<file path="src/rtl/flag_pc_unit.sv">
// Flag register, branch resolution and program counter sequencing for the
// control stage that sits directly behind the ALU.
module flag_pc_unit #(
  parameter int unsigned PC_W       = 10,
  parameter int unsigned START_ADDR = 0
) (
  input  logic            CLK,
  input  logic            Reset,
  input  logic            Start,
  input  logic            Halt,
  input  logic            FlagWrEn,
  input  logic            ZeroIn,
  input  logic            GreaterIn,
  input  logic            ScIn,
  input  logic [1:0]      BranchType,
  input  logic            TargetSel,
  input  logic [7:0]      Offset,
  input  logic [PC_W-1:0] AbsTarget,
  output logic [PC_W-1:0] PC,
  output logic            ZeroFlag,
  output logic            GreaterFlag,
  output logic            ScFlag,
  output logic            BranchTaken,
  output logic            Running,
  output logic            Done
);

  localparam logic [1:0] BR_NONE  = 2'b00;
  localparam logic [1:0] BR_ZERO  = 2'b01;
  localparam logic [1:0] BR_GREAT = 2'b10;
  localparam logic [1:0] BR_ALWAYS = 2'b11;

  localparam logic [PC_W-1:0] START_PC = PC_W'(START_ADDR);

  typedef enum logic [1:0] {
    ST_IDLE   = 2'd0,
    ST_RUN    = 2'd1,
    ST_HALTED = 2'd2
  } state_t;

  state_t          state, state_next;
  logic [PC_W-1:0] pc_next;
  logic            zero_next, greater_next, sc_next;
  logic            cond;
  logic [PC_W-1:0] offset_ext;
  logic [PC_W-1:0] target;

  // Branch condition is evaluated on the stored flags, never the live ALU outputs.
  always_comb begin
    cond = 1'b0;
    case (BranchType)
      BR_NONE:   cond = 1'b0;
      BR_ZERO:   cond = ZeroFlag;
      BR_GREAT:  cond = GreaterFlag;
      BR_ALWAYS: cond = 1'b1;
      default:   cond = 1'b0;
    endcase
  end

  assign offset_ext  = PC_W'($signed(Offset));
  assign target      = TargetSel ? AbsTarget : PC_W'(PC + offset_ext);
  assign BranchTaken = (state == ST_RUN) && cond && !Halt;

  // Next-state, next-PC and next-flag selection.
  always_comb begin
    state_next   = state;
    pc_next      = PC;
    zero_next    = ZeroFlag;
    greater_next = GreaterFlag;
    sc_next      = ScFlag;
    case (state)
      ST_IDLE, ST_HALTED: begin
        if (Start) begin
          state_next   = ST_RUN;
          pc_next      = START_PC;
          zero_next    = 1'b0;
          greater_next = 1'b0;
          sc_next      = 1'b0;
        end
      end
      ST_RUN: begin
        if (Halt) begin
          state_next = ST_HALTED;
        end else begin
          pc_next = BranchTaken ? target : PC_W'(PC + PC_W'(1));
          if (FlagWrEn) begin
            zero_next    = ZeroIn;
            greater_next = GreaterIn;
            sc_next      = ScIn;
          end
        end
      end
      default: state_next = ST_IDLE;
    endcase
  end

  always_ff @(posedge CLK) begin
    if (Reset) begin
      state       <= ST_IDLE;
      PC          <= START_PC;
      ZeroFlag    <= 1'b0;
      GreaterFlag <= 1'b0;
      ScFlag      <= 1'b0;
      Running     <= 1'b0;
      Done        <= 1'b0;
    end else begin
      state       <= state_next;
      PC          <= pc_next;
      ZeroFlag    <= zero_next;
      GreaterFlag <= greater_next;
      ScFlag      <= sc_next;
      Running     <= (state_next == ST_RUN);
      Done        <= (state_next == ST_HALTED);
    end
  end

endmodule
</file>
<file path="config.mk">
export PLATFORM = sky130hd
export DESIGN_NAME = flag_pc_unit
export DESIGN_NICKNAME = d
export VERILOG_FILES = /design/src/rtl/flag_pc_unit.sv
export SDC_FILE = /design/constraint.sdc
export NUM_CORES = 1
export LEC_CHECK = 0
export ABC_CLOCK_PERIOD_IN_PS = 2250
export CORE_UTILIZATION = 47
export CTS_BUF_LIST = sky130_fd_sc_hd__clkbuf_4
export DETAILED_ROUTE_END_ITERATION = 12
export PLACE_DENSITY = 0.79
export REMOVE_ABC_BUFFERS = 1
export SLEW_MARGIN = 20
export SYNTH_ARGS = -nofsm -noshare
export SYNTH_HDL_FRONTEND = slang
export SYNTH_SLANG_ARGS = --single-unit
</file>
<file path="constraint.sdc">
create_clock -name CLK -period 2.25 [get_ports CLK]
set_input_delay 0.225 -clock CLK [delete_from_list [all_inputs] [get_ports CLK]]
set_output_delay 0.225 -clock CLK [all_outputs]
set_load 0.02 [all_outputs]
</file>
==> results.cfg <==
[status]
status = finished, final reports clean

[final_layout]
drive_above_1_share = 0.0913
antenna_cells = 0
final_util = 0.712
final_cell_count_no_fill = 272
fin_nets = 282
syn_to_final_growth_pct = 44.6
fin_area_sq_um = 1960

[die]
io_pins = 45
die-height_um = 55.8
die_width_um = 55.8
rows = 19
dieArea_sq_um = 3110
start_util = 0.493
core_sq_um = 2760

[logic_synthesis]
syn_area_sq_um = 1360
ys_ff_latch = 17
synth_area_leaders = dfxtp_1 25%, ha_1 9.2%, o21ai_0 7.4%
ys_async_sr_fraction = 0
yosys.cell_count.top_type = o21ai_0
netlist_top_cells_count = 20 x o21ai_0, 18 x nor2_1, 17 x dfxtp_1, 16 x a21oi_1, 15 x nand2_1
synth_edf_count = 0
synth_top_area_share = 0.250
ys_warn_count = 0
netlist_instances = 183
yosysSeqAreaShare = 0.250
yosysTopAreaCell = dfxtp_1
synthFlopType = dfxtp_1
yosys.cell_types.count = 42
avgSynthCellArea_sq_um = 7.43

[sta]
rsz0062_at_grt = no
finClkSkew_ns = 0.00621
fin_crit_ns = 2.05
tns_ns = 0
tightestPinTransition_ns = 0.598
finalMaxSlewViolations = 0
max_freq_ghz = 0.488
hold_viol = 0
slew_headroom = 0.600
setup_viol = 0
timing.hold.ws_ns = 0.468
min_period_over_period = 0.911

[cts]
hold_buffers = 0
numCtsBuffers = 3
clk_pin_slew_ns = 0.10
post_cts_buffers = 0
cts_root_buf = clkbuf_4
htree_levels = 1
cts.sink_count = 17
cts_repair_resize_count = 0
tritoncts = built
cts.path.max_buffers = 2
clock_latency_ns = 0.30

[setup_path]
cpMaxStageDelayCell = clkdlybuf4s50_1
worst-path-buf-inv = 2
crit_family = adder cells
start_kind = input pin
critical_path_arrival_ns = 2.28
cp-end-kind = flop
r2r_end = PC[4]
ff2ff_setup_slack_ns = 0.22
worstPathRequired_ns = 2.48
cp_max_fo = 3
crit_type = in -> reg
cpPeakStageDelay_ns = 0.46
crit_chain = clkdlybuf4s50_1 > ha_1 > inv_1 > fa_1 > nor2b_1 > o21ai_0 > nor3b_1 > o31ai_1 > nand3_1 > a21oi_1
reg2regPathDepth = 9
r2r-start = PC[0]

[global_route]
gr-total-overflow = 0
antenna_found_initial = 0
grt_pass1_vias = 1561
grt_usage = 0.270
grt_max_degree = 16
grt_pass1_wl_um = 6820

[placement]
port_buffers = 44
dpl_cell_area_sq_um = 1930
dp_hpwl_um = 3050
gp_congestion = 0.850
place_inst = 268

[pwr]
leakagePower_nw = 0.780
ir_worst_vdd_v = 0.000412
powerDensity_nw_per_um2 = 364

[min_path]
min_to = ScFlag
min_path_type = reg -> reg
hold_start = ScFlag
holdPathStages = 2

[detailed_routing]
drt_iter0_drc = 69
postRouteAntennaNets = 0
drc_errors = 0
wl_per_cell_um = 14.5
dr.pass1.iters = 4
vias = 1633
drt_wl_total_um = 3940
viasPerCell = 6.00

[run]
cap_violations = 0
-- metrics by stage --
stage	setup WS [ns]	total power, mW
6_report	0.200	0.715
5_1_grt	0.0563	0.754
4_1_cts	0.187	0.716
3_5_place_dp	-0.0941	0.538
3_3_place_gp	-0.00339	0.531
2_1_floorplan	0.234	0.421
-- worst register-to-register path, cell delays in order (launching register included) --
cell and delay, ns:
dfxtp_1 0.36, ha_1 0.17, inv_1 0.06, fa_1 0.38
nor2b_1 0.17, o21ai_0 0.15, nor3b_1 0.18, o31ai_1 0.24
nand3_1 0.12, a21oi_1 0.14
-- where the power goes --
group / switching [mW] / internal (mW)
combinational: 0.104 / 0.112
sequential: 0.00738 / 0.310
clock: 0.100 / 0.0812
total: 0.212 / 0.503
-- how the worst max path moves through the flow --
stage	startpoint	endpoint	slack (ns)	depth (start not counted)
3_5_place_dp	Offset[0]	PC[4]	-0.09	10
5_1_grt	PC[0]	PC[4]	0.06	9
3_3_place_gp	Offset[1]	PC[5]	-0.003	8
4_1_cts	BranchType[1]	BranchTaken	0.19	6
2_1_floorplan	PC[0]	PC[4]	0.23	9
6_report	Offset[0]	PC[4]	0.20	10
-- area by class of cell --
class                   count  area [sq um]
repair buffers             60           561
inverters                   9          33.8
fillers                   247           793
clock buffers               4          30.0
well taps                  31          38.8
flip-flops and latches     17           340
multi-input cells         151           961
-- cell usage in the layout (no fill, tap or decap), drive strengths merged, types with 2 or more instances in the layout --
master / netlist / final
a211o: 2 / 2
a211oi: 2 / 2
a21o: 4 / 4
a21oi: 16 / 16
a22oi: 5 / 5
and3: 4 / 4
buf: 0 / 16
clkbuf: 6 / 4
clkdlybuf4s50: 0 / 44
dfxtp: 17 / 17
ha: 10 / 10
inv: 9 / 9
nand2: 15 / 15
nand3: 11 / 11
nand3b: 2 / 2
nor2: 18 / 18
nor2b: 2 / 2
nor3: 4 / 4
nor3b: 2 / 2
nor4: 2 / 2
o21a: 4 / 4
o21ai: 21 / 21
o31ai: 4 / 4
or3: 2 / 2
xnor2: 3 / 3
xor2: 4 / 4
-- kinds of logic after synthesis --
kind of cell | synth area share
flip-flops | 0.250
buffers and inverters | 0.0424
multiplexers | 0.00737
AO/OA/AOI/OAI | 0.320
XOR/XNOR | 0.0451
AND/OR/NAND/NOR | 0.228
adder cells (fa/ha/maj) | 0.107
-- sequential cells by signal (all words and copies together), names as in the netlist --
name / count
state: 2
ZeroFlag: 1
GreaterFlag: 1
Done: 1
ScFlag: 1
Running: 1
PC: 10
-- per-layer routing --
metal	vias up	track usage	part of all wire
met5	-	0	0
met4	0	0.0607	0.027
met3	18	0.0651	0.076
met2	68	0.451	0.46
met1	756	0.352	0.44
li1	791	-	-
Power figures use the tool's default switching activity.
